$ cat src/rtl/change_dispenser.sv
// Change dispenser: fires the soda motor, then pays out dimes/nickels
// through a two-tube hopper with drop-sensor confirmation and jam detection.
module change_dispenser #(
  parameter int PULSE_CYCLES   = 4,
  parameter int TIMEOUT_CYCLES = 1000
) (
  input  logic       clk_i,
  input  logic       rst_i,
  input  logic       soda_i,
  input  logic [2:0] change_i,
  input  logic       coin_sensed_i,
  input  logic       clear_i,
  output logic       busy_o,
  output logic       vend_o,
  output logic       dime_eject_o,
  output logic       nickle_eject_o,
  output logic       jam_o,
  output logic       err_o
);

  localparam logic [2:0] IDLE       = 3'd0;
  localparam logic [2:0] VEND       = 3'd1;
  localparam logic [2:0] EJECT      = 3'd2;
  localparam logic [2:0] WAIT_SENSE = 3'd3;
  localparam logic [2:0] JAM        = 3'd4;

  localparam int PW = (PULSE_CYCLES > 1) ? $clog2(PULSE_CYCLES) : 1;
  localparam int TW = $clog2(TIMEOUT_CYCLES);
  localparam logic [PW-1:0] PLAST = PW'(PULSE_CYCLES - 1);
  localparam logic [TW-1:0] TLAST = TW'(TIMEOUT_CYCLES - 1);

  logic [2:0]    state, state_n;
  logic [2:0]    remaining, rem_n;
  logic [PW-1:0] pcnt, pcnt_n;
  logic [TW-1:0] timer, timer_n;
  logic          dime_sel, dime_n;
  logic          err_n;
  logic          set_err, clr_err;
  logic [2:0]    left;

  assign left = remaining - (dime_sel ? 3'd2 : 3'd1);

  always_comb begin
    state_n = state;
    rem_n   = remaining;
    pcnt_n  = pcnt;
    timer_n = timer;
    dime_n  = dime_sel;
    err_n   = err_o;
    set_err = soda_i && ((state != IDLE) || (change_i > 3'd4));
    clr_err = clear_i && ((state == IDLE) || (state == JAM));
    unique case (state)
      IDLE: begin
        if (soda_i && (change_i <= 3'd4)) begin
          state_n = VEND;
          rem_n   = change_i;
        end
      end
      VEND: begin
        if (remaining == 3'd0) begin
          state_n = IDLE;
        end else begin
          state_n = EJECT;
          pcnt_n  = '0;
          dime_n  = (remaining >= 3'd2);
        end
      end
      EJECT: begin
        if (pcnt == PLAST) begin
          state_n = WAIT_SENSE;
          timer_n = '0;
        end else begin
          pcnt_n = pcnt + 1'b1;
        end
      end
      WAIT_SENSE: begin
        // a sense on the last timeout cycle still counts as delivered
        if (coin_sensed_i) begin
          rem_n   = left;
          pcnt_n  = '0;
          dime_n  = (left >= 3'd2);
          state_n = (left == 3'd0) ? IDLE : EJECT;
        end else if (timer == TLAST) begin
          state_n = JAM;
        end else begin
          timer_n = timer + 1'b1;
        end
      end
      JAM: begin
        if (clear_i) begin
          state_n = IDLE;
          rem_n   = 3'd0;
        end
      end
      default: state_n = IDLE;
    endcase
    if (set_err) begin
      err_n = 1'b1;
    end else if (clr_err) begin
      err_n = 1'b0;
    end
  end

  always_ff @(posedge clk_i or posedge rst_i) begin
    if (rst_i) begin
      state          <= IDLE;
      remaining      <= 3'd0;
      pcnt           <= '0;
      timer          <= '0;
      dime_sel       <= 1'b0;
      busy_o         <= 1'b0;
      vend_o         <= 1'b0;
      dime_eject_o   <= 1'b0;
      nickle_eject_o <= 1'b0;
      jam_o          <= 1'b0;
      err_o          <= 1'b0;
    end else begin
      state          <= state_n;
      remaining      <= rem_n;
      pcnt           <= pcnt_n;
      timer          <= timer_n;
      dime_sel       <= dime_n;
      busy_o         <= (state_n != IDLE);
      vend_o         <= (state_n == VEND);
      dime_eject_o   <= (state_n == EJECT) && dime_n;
      nickle_eject_o <= (state_n == EJECT) && !dime_n;
      jam_o          <= (state_n == JAM);
      err_o          <= err_n;
    end
  end

endmodule

$ cat config.mk
export PLATFORM = sky130hd
export DESIGN_NAME = change_dispenser
export DESIGN_NICKNAME = d
export VERILOG_FILES = /design/src/rtl/change_dispenser.sv
export SDC_FILE = /design/constraint.sdc
export NUM_CORES = 1
export LEC_CHECK = 0
export BUFFER_PORTS_ARGS = -buffer_cell sky130_fd_sc_hd__buf_2
export CAP_MARGIN = 20
export CORE_MARGIN = 4
export CORE_UTILIZATION = 40
export DETAILED_ROUTE_END_ITERATION = 8
export SETUP_SLACK_MARGIN = 0.05
export SYNTH_ARGS = -nofsm -noshare
export SYNTH_HDL_FRONTEND = slang
export SYNTH_SLANG_ARGS = --single-unit
$ cat constraint.sdc
create_clock -name clk_i -period 2.93 [get_ports clk_i]
set_clock_uncertainty 0.05 [all_clocks]
set_input_delay 0.4395 -clock clk_i [delete_from_list [all_inputs] [get_ports clk_i]]
set_output_delay 0.4395 -clock clk_i [all_outputs]
set_load 0.005 [all_outputs]
# [Yosys cells after proc, flatten, opt, wreduce, memory -nomap -nowiden]
# Cells that the tools add are included.
# Widths: inputs -> output; s select.
[classes] addsub=3 multipliers=0 n_div=0 order_cmp=4 eq_ne=17 shifts=0 n_mux=26 bitwise=0 reduce_logical=20
[op_table] operator="$mux 10" count=3
[op_table] operator="$mux 3" count=8
[op_table] operator="$pmux 10 s2" count=1
[op_table] operator="$pmux 3 s5" count=1
[op_table] operator="$ne 2x2->1 const B" count=7
[op_table] operator="$mux 2" count=6
[op_table] operator="$reduce_and 4->1" count=3
[op_table] operator="$reduce_bool 3->1" count=4
[op_table] operator="$add 10x1->10 const B" count=1
[op_table] operator="$eq 10x10->1 const B" count=1
[op_table] operator="$eq 3x2->1 const B" count=3
[op_table] operator="$logic_not 3->1" count=3
[op_table] operator="$pmux 3 s3" count=1
[op_table] operator="$eq 3x1->1 const B" count=2
[op_table] operator="$eq 3x3->1 const B" count=2
[op_table] operator="$ge 3x2->1 const B" count=2
[op_table] operator="$pmux 2 s3" count=1
[op_table] operator="$logic_and 1x1->1" count=5
[op_table] operator="$mux 1" count=4
[op_table] operator="$reduce_bool 2->1" count=2
[op_table] operator="$gt 3x3->1 const B" count=1
[op_table] operator="$le 3x3->1 const B" count=1
[op_table] operator="$sub 3x2->3" count=1
[op_table] operator="$add 2x1->2 const B" count=1
[op_table] operator="other kinds (5)" count=6
[totals] ff_bits=25 latchBits=0 mem_bits_rw=0 rom_bits=0 out_inout_bits=6 word_cells=81 memories=0

# [Logic depth before layout (Yosys ltp)]
# Gate-level depths: netlist of the first run.
[depth] ltp_word=8 mapped_depth=7 mapped_depth_nobuf=7

# [Worst setup path before layout of the first run]
# No wires, ideal clock.
[synth_path] path_kind="register -> register" startpoint="register dime_sel" endpoint="register nickle_eject_o" setup_time_ps=68 arrival_ps=2118 setup_slack_ps=694 path_stages_with_launch=8 n_path_buf=0 cell_sequence="dfrtp_1 > inv_1 > ha_1 > fa_1 > or4bb_2 > o31ai_1 > o31ai_1 > and4b_1"
[synth_between] elab_cells_between_ends=13
[synth_lines] item="start, declared" line_no="36" text="logic dime_sel, dime_n;"
[synth_lines] item="start signal, assigned" line_no="122" text="dime_sel <= dime_n;"
[synth_lines] item="$mux 2" line_no="41" text="assign left = remaining - (dime_sel ? 3'd2 : 3'd1);"
[synth_lines] item="$sub 3x2->3" line_no="41"
[synth_lines] item="$ge 3x2->1" line_no="81" text="dime_n = (left >= 3'd2);"
[synth_lines] item="$mux 1" line_no="78" text="if (coin_sensed_i) begin"
[synth_lines] item="$pmux 1 s2 (*)" line_no="52" text="unique case (state)"
[synth_lines] item="via dime_n" line_no="36"
[synth_lines] item="$logic_not 1->1 (*)" line_no="126" text="nickle_eject_o <= (state_n == EJECT) && !dime_n;"
[synth_lines] item="$logic_and 1x1->1 (*)" line_no="126"
[synth_lines] item="end signal, assigned" line_no="126"
[synth_lines] item="end, declared" line_no="16" text="output logic nickle_eject_o,"
# The timed path passes the listed nets; every way through them passes the cells marked *.
# A chain may end at the register's enable or synchronous reset.

# [Worst setup path in the final report of the first run]
# Same ends and word-level chain as after synthesis.

==> key figures, run 1 <==
Status
  • Status: completed

Route
  • Routed length per instance: 15.5 um
  • Pre-antenna DRT Iters: 4
  • DR iter-0 viols: 90
  • Via Count: 1152
  • DR vias/cell: 5.73
  • Post-Route WL: 3.12 mm
  • Routed Antenna Nets: 0
  • Number of remaining DRC errors: 0

Synth
  • Post-synth top area cell: dfrtp_1
  • Mapped Cells: 142
  • Ys Warns: 0
  • FF+latch count, synth: 25
  • Synth cell types: 48
  • Ys flop type: dfrtp_1
  • Main area contributors after synthesis: dfrtp_1, a21oi_1, o31ai_1
  • FFs w/ async S/R, synth: 100%
  • Post-synth EDFFs: 0
  • Sequential fraction of the synthesis area: 42.7%
  • Syn Nets: 154
  • Mapped Area: 1470 sq um
  • Yosys top cell area share: 42.7%
  • Syn_area_per_cell: 10.3 sq um

CTS
  • Clk Latency, worst-skew pair: 270 ps
  • Post-CTS setup buffers: 0
  • H-tree Lvls: 1
  • Root Driver: clkbuf_8
  • TritonCTS Sinks: 25
  • CTS tree: built
  • Clock buffer depth: 2
  • Hold Buf Count CTS: 0
  • Worst-path clk slew: 90 ps
  • CTS buffer count: 3
  • CTS resizes: 0

Timing
  • Worst-Margin Slew: 650 ps
  • Final worst setup slack: 508 ps
  • Final hold vios: 0
  • Slew Viols, Final: 0
  • RSZ-0062 raised after global routing: no
  • Final setup viols: 0
  • Crit share post-route: 82.7%
  • Relative slew slack: 56.1%
  • Final TNS setup: 0 ps
  • Final min period: 2420 ps
  • Achievable Freq: 0.413 GHz

Global route
  • Vias in the first global route: 1177
  • Initial antenna violation count: 0
  • Largest net degree at the start of global routing: 26
  • Congestion Overflow GR: 0
  • GRT Util Overall: 16.0%
  • First-pass GRT wire length: 5.58 mm

Setup path
  • Crit start category: flop
  • Critical path buffers and inverters: 1
  • Crit path max fanout: 4
  • Crit end category: flop
  • Top cell by count, worst path: o31ai_1
  • WP data required: 3090 ps
  • Register-to-Register Path Depth: 7
  • CP delay by family, top: simple AND/OR/NAND/NOR gates
  • Critical path class: reg -> reg
  • Crit-path cells: inv_1 > ha_1 > fa_1 > or4bb_2 > o31ai_1 > o31ai_1 > and4b_1
  • Worst flop-to-flop path endpoint: nickle_eject_o
  • Reg2reg setup slack: 510 ps
  • Worst r2r src: dime_sel
  • CP arrival: 2580 ps
  • Slowest cell on crit path: or4bb_2
  • CP peak stage delay: 620 ps

Layout
  • Fin nets: 168
  • Final instance area: 1620 sq um
  • Layout area overhead: 10.8%
  • Share of cells above drive strength 1: 20.6%
  • Most frequent cells in the layout: dfrtp_1, buf_2, a21oi_1, inv_1, nor2_1
  • Most common cell after layout, fill and taps aside: dfrtp_1
  • Number of diodes: 0

Power and ir drop
  • Power density over cell area: 925 nW/um^2
  • Final Total Pwr: 1.50 mW
  • Worst vdd ir: 0.501 mV
  • P_leak: 0.726 nW

Placement
  • Dpl ws: 514 ps
  • PortBufs: 13
  • DP HPWL: 2.32 mm
  • Dpl cell area: 1550 sq um
  • Final GP Congestion: 0.886

Die
  • Die Span X: 68.5 um
  • Row Count: 21
  • Initial Utilization: 42.6%
  • Ports: 14
  • Die Y: 68.5 um
  • Die area: 4700 sq um
  • Core ar.: 3440 sq um

Job
  • Max_cap viols: 0

Min path
  • HP Class: in -> async
-- logic make-up (layout without fill, tap and decap cells) --
logic type,after synthesis,after routing,synth area share [%]
buf+inv,13,26,4.86
compound gates,41,41,18.5
flops,25,25,42.7
simple gates,50,50,24.1
mux,5,5,3.58
xor+xnor,4,4,2.39
fa+ha+maj,4,4,3.93
-- where the power goes --
part | internal, mW | switching, mW
sequential | 0.482 | 0.162
combinational | 0.315 | 0.332
clock | 0.0966 | 0.116
total | 0.894 | 0.609
-- area by class of cell --
class,count,area [sq um]
multi-input combinational,104,769
sequential,25,626
timing repair buffer,14,92.6
fill,329,1820
clock buffer,3,41.3
clock inverter,1,7.51
tap,46,57.6
inverter,8,30.0
-- synth_stat cells, types with 2 or more instances --
cell type	n
a31oi_1	3
or2_2	4
nand2_1	6
buf_6	2
buf_4	2
nand3_1	6
or4_1	3
a21o_1	2
a21oi_1	9
nand3b_1	2
o21ai_0	7
a211oi_1	3
nand2b_1	5
inv_1	8
o31ai_1	6
nor2_1	8
mux2i_1	3
ha_1	3
o22a_1	2
dfrtp_1	25
mux2_2	2
or3_1	2
o22ai_1	2
xnor2_1	3
-- worst max-delay path by stage --
stage,slack (ps),endpoint,cells after the start,from
5_1_grt,410,nickle_eject_o,7,dime_sel
2_1_floorplan,690,nickle_eject_o,7,dime_sel
3_5_place_dp,510,nickle_eject_o,7,dime_sel
4_1_cts,490,nickle_eject_o,7,dime_sel
6_report,510,nickle_eject_o,7,dime_sel
3_3_place_gp,620,nickle_eject_o,7,dime_sel
-- sequential cells by signal, summed over array words and instances, names as in the netlist --
register,flops
vend_o,1
state,3
pcnt,2
remaining,3
dime_eject_o,1
dime_sel,1
busy_o,1
jam_o,1
nickle_eject_o,1
err_o,1
timer,10
-- worst register-to-register path, delay by kind of cell (launching register included) --
family | cells | cell delay (ps)
fa+ha+maj | 2 | 750
buf+inv | 1 | 70
simple gates | 2 | 880
flops | 1 | 400
compound gates | 2 | 220
-- through the flow --
stage          instances  util, %  hold WS, ps
3_3_place_gp         196     45.0          445
4_1_cts              200     46.4          352
5_1_grt              201     47.2         32.7
3_5_place_dp         196     45.0          446
6_report             201     47.2         30.9
2_1_floorplan        142        -          417
-- per-layer routing --
| metal | GRT usage [%] | routed length, um |
|---|---|---|
| met5 | 0 | 0 |
| met4 | 5.96 | 57 |
| met3 | 3.08 | 146 |
| met2 | 26.1 | 1470 |
| met1 | 20.9 | 1450 |
Power figures use the tool's default switching activity.
==> run 2, diff against run 1 <==
Settings changed: ABC_AREA set to 1.
Clock period 2.93 ns to 2 ns, I/O delays scaled along.
==> key figures, run 2 <==
Status
  • Status: completed

Setup path
  • CP arrival: 2010 ps (-570 ps)
  • Crit path max fanout: 3 (-1)
  • Worst flop-to-flop path endpoint: nickle_eject_o
  • Register-to-Register Path Depth: 9 (+2)
  • WP data required: 2210 ps (-880 ps)
  • Crit start category: flop
  • Worst setup path startpoint: remaining[0]
  • Critical path class: reg -> reg
  • Crit end category: flop
  • Reg2reg setup slack: 200 ps (-310 ps)
  • Worst r2r src: remaining[0]

Timing
  • Slew Viols, Final: 0 (unchanged)
  • Final min period: 1800 ps (-620 ps)
  • Final hold vios: 0 (unchanged)
  • Crit share post-route: 90.1% (+7.4 points)
  • RSZ-0062 raised after global routing: no
  • Relative slew slack: 79.0% (+23 points)
  • Final setup viols: 0 (unchanged)
  • Achievable Freq: 0.555 GHz (+34%)
  • Final TNS setup: 0 ps (unchanged)
  • Worst-Margin Slew: 316 ps (-335 ps)

Job
  • Max_cap viols: 0 (unchanged)

CTS
  • CTS buffer count: 3 (unchanged)
  • Worst-path clk slew: 140 ps (+50 ps)
  • Clk Latency, worst-skew pair: 320 ps (+50 ps)
  • Clock buffer depth: 2 (unchanged)
  • TritonCTS Sinks: 25 (unchanged)
  • Root Driver: clkbuf_4
  • CTS tree: built
  • H-tree Lvls: 1 (unchanged)

Synth
  • FF+latch count, synth: 25 (unchanged)
  • Main area contributors after synthesis: dfrtp_1, nand2_1, nor2_1
  • Leading cell type by number of instances after synthesis: nand2_1
  • Top post-synthesis cells by count: nand2_1, nor2_1, inv_1, dfrtp_1, nand3_1
  • Mapped Cells: 200 (+41%)
  • Main combinational cell family by area after synthesis: simple AND/OR/NAND/NOR gates
  • Mux share of post-synthesis cell area: 0% (-3.6 points)
  • Post-synth EDFFs: 0 (unchanged)
  • Synth Area in Adders: 3.98% (+0.054 points)
  • Post-synth top area cell: dfrtp_1
  • Ys flop type: dfrtp_1
  • Sequential fraction of the synthesis area: 43.3% (+0.59 points)
  • Synth cell types: 24 (-50%)
  • Post-Synth XOR/XNOR Area: 2.42% (+0.033 points)
  • Simple-Gate Fraction of Synth Area: 35.6% (+12 points)
  • Yosys top cell area share: 43.3% (+0.59 points)
  • Post-synthesis compound-gate area fraction: 6.23% (-12 points)
  • FFs w/ async S/R, synth: 100% (unchanged)
  • Ys Warns: 0 (unchanged)
  • Syn_area_per_cell: 7.23 sq um (-30%)
  • Syn Nets: 212 (+38%)
  • Mapped Area: 1450 sq um (-1.4%)

Global route
  • Largest net degree at the start of global routing: 26 (unchanged)
  • Initial antenna violation count: 0 (unchanged)
  • GRT Util Overall: 14.4% (-1.6 points)
  • Congestion Overflow GR: 0 (unchanged)
  • Vias in the first global route: 1126 (-4.3%)
  • First-pass GRT wire length: 5.02 mm (-10%)

Die
  • Die Y: 68.1 um (-0.61%)
  • Core ar.: 3420 sq um (-0.76%)
  • Die Span X: 68.1 um (-0.61%)
  • Ports: 14 (unchanged)
  • Initial Utilization: 42.3% (-0.26 points)
  • Row Count: 21 (unchanged)
  • Die area: 4640 sq um (-1.2%)

Placement
  • DP HPWL: 2.15 mm (-7.2%)
  • Final GP Congestion: 0.828 (-6.6%)
  • PortBufs: 13 (unchanged)

Route
  • Pre-antenna DRT Iters: 4 (unchanged)
  • Via Count: 1206 (+4.7%)
  • Number of remaining DRC errors: 0 (unchanged)
  • DR vias/cell: 4.55 (-21%)
  • Routed length per instance: 10.6 um (-32%)
  • Post-Route WL: 2.80 mm (-10%)
  • Routed Antenna Nets: 0 (unchanged)
  • DR iter-0 viols: 88 (-2.2%)

Layout
  • Max reg flops: 10 (unchanged)
  • Filler Cells Inserted: 343 (+4.3%)
  • Layout area overhead: 11.5%
  • Most flops, register: timer
  • Final Core Density: 47.2% (about the same)
  • Share of cells above drive strength 1: 13.7% (-6.9 points)
  • Most frequent cells in the layout: nand2_1, nor2_1, inv_1, dfrtp_1, nand3_1
  • Leading registers by flop count: timer (10), remaining (3), state (3)
  • Fin nets: 232 (+38%)
  • Most common cell after layout, fill and taps aside: nand2_1
  • Number of diodes: 0 (unchanged)

Power and ir drop
  • Final Total Pwr: 1.80 mW (+20%)
  • Worst vdd ir: 0.531 mV (+6.1%)
  • Power density over cell area: 1110 nW/um^2 (+20%)
  • P_leak: 0.885 nW (+22%)

Min path
  • HP Class: in -> reg
  • Hold path endpoint: err_o
  • Worst Min Path Start: soda_i
  • Hold Path Cell Cnt: 2
==> run 2: changes by cell type in the layout (fill, tap and decap cells not counted), sizes merged, moves of 3 or more <==
| cell | change |
|---|---|
| nand3 | +11 |
| a21oi | -7 |
| o31ai | -6 |
| or4 | -3 |
| nand2 | +65 |
| inv | +19 |
| mux2i | -3 |
| nand2b | -6 |
| nor2 | +22 |
| a31oi | -3 |
| a211oi | -3 |
| or2 | -4 |
| o21ai | +5 |
==> run 2: area by class of cell <==
cell class              count  area, sq um  area share [%]
clock buffers               3         22.5            1.40
flip-flops and latches     25          626            38.8
well taps                  46         57.6            3.57
multi-input cells         145          698            43.3
inverters                  28          106            6.59
clock inverters             1         5.00           0.310
repair buffers             17         97.6            6.05
==> run 2: how the worst max path moves through the flow <==
stage                     slack, ps              to  cells past startpoint
after floorplan                 350          busy_o                      8
after global placement          260          busy_o                      8
after detailed placement        210          busy_o                      8
after CTS                       170  nickle_eject_o                      9
after global routing             80          busy_o                      8
final                           200  nickle_eject_o                      9
==> run 2: timing repair <==
action                                  4_1_cts  5_1_grt
buffers inserted                              0        1
hold endpoints to repair                     25        0
hold buffers                                  1        0
endpoints found under the setup margin        0        3
resized for setup                             0        0
==> run 2: worst max-delay path: stages (launching register included) <==
cell and delay (ps):
dfrtp_1 390, inv_1 60, ha_1 210, fa_1 510, nand3_1 90, nand2_1 90
nand2_1 50, nor2_1 130, inv_1 70, nor2_1 100
==> run 2: per-stage QoR <==
step	instances	hold slack [ps]	cell area [sq um]	setup slack (ps)
global placement	259	317	1570	260
detailed placement	259	316	1570	207
finish	265	167	1610	199
floorplan	200	277	1450	353
global route	265	143	1610	75.5
CTS	264	153	1610	174
==> run 2: cell families (layout without fill, tap and decap cells) <==
family	after synthesis	count (layout)
simple gates	122	122
xor+xnor	4	4
fa+ha+maj	4	4
buf+inv	30	49
flops	25	25
compound gates	15	15
==> run 2: power breakdown <==
group	total [mW]	internal (mW)	switching (mW)
clock	0.231	0.0749	0.156
combinational	0.816	0.305	0.511
sequential	0.751	0.641	0.110
total	1.80	1.02	0.777
==> run 2: per-layer routing <==
metal / share of wire (%) / up-vias / track usage (%)
li1: - / 661 / -
met1: 53 / 526 / 21.6
met2: 41 / 17 / 20.7
met3: 4.6 / 2 / 2.30
met4: 0.75 / 0 / 5.21
met5: 0 / - / 0
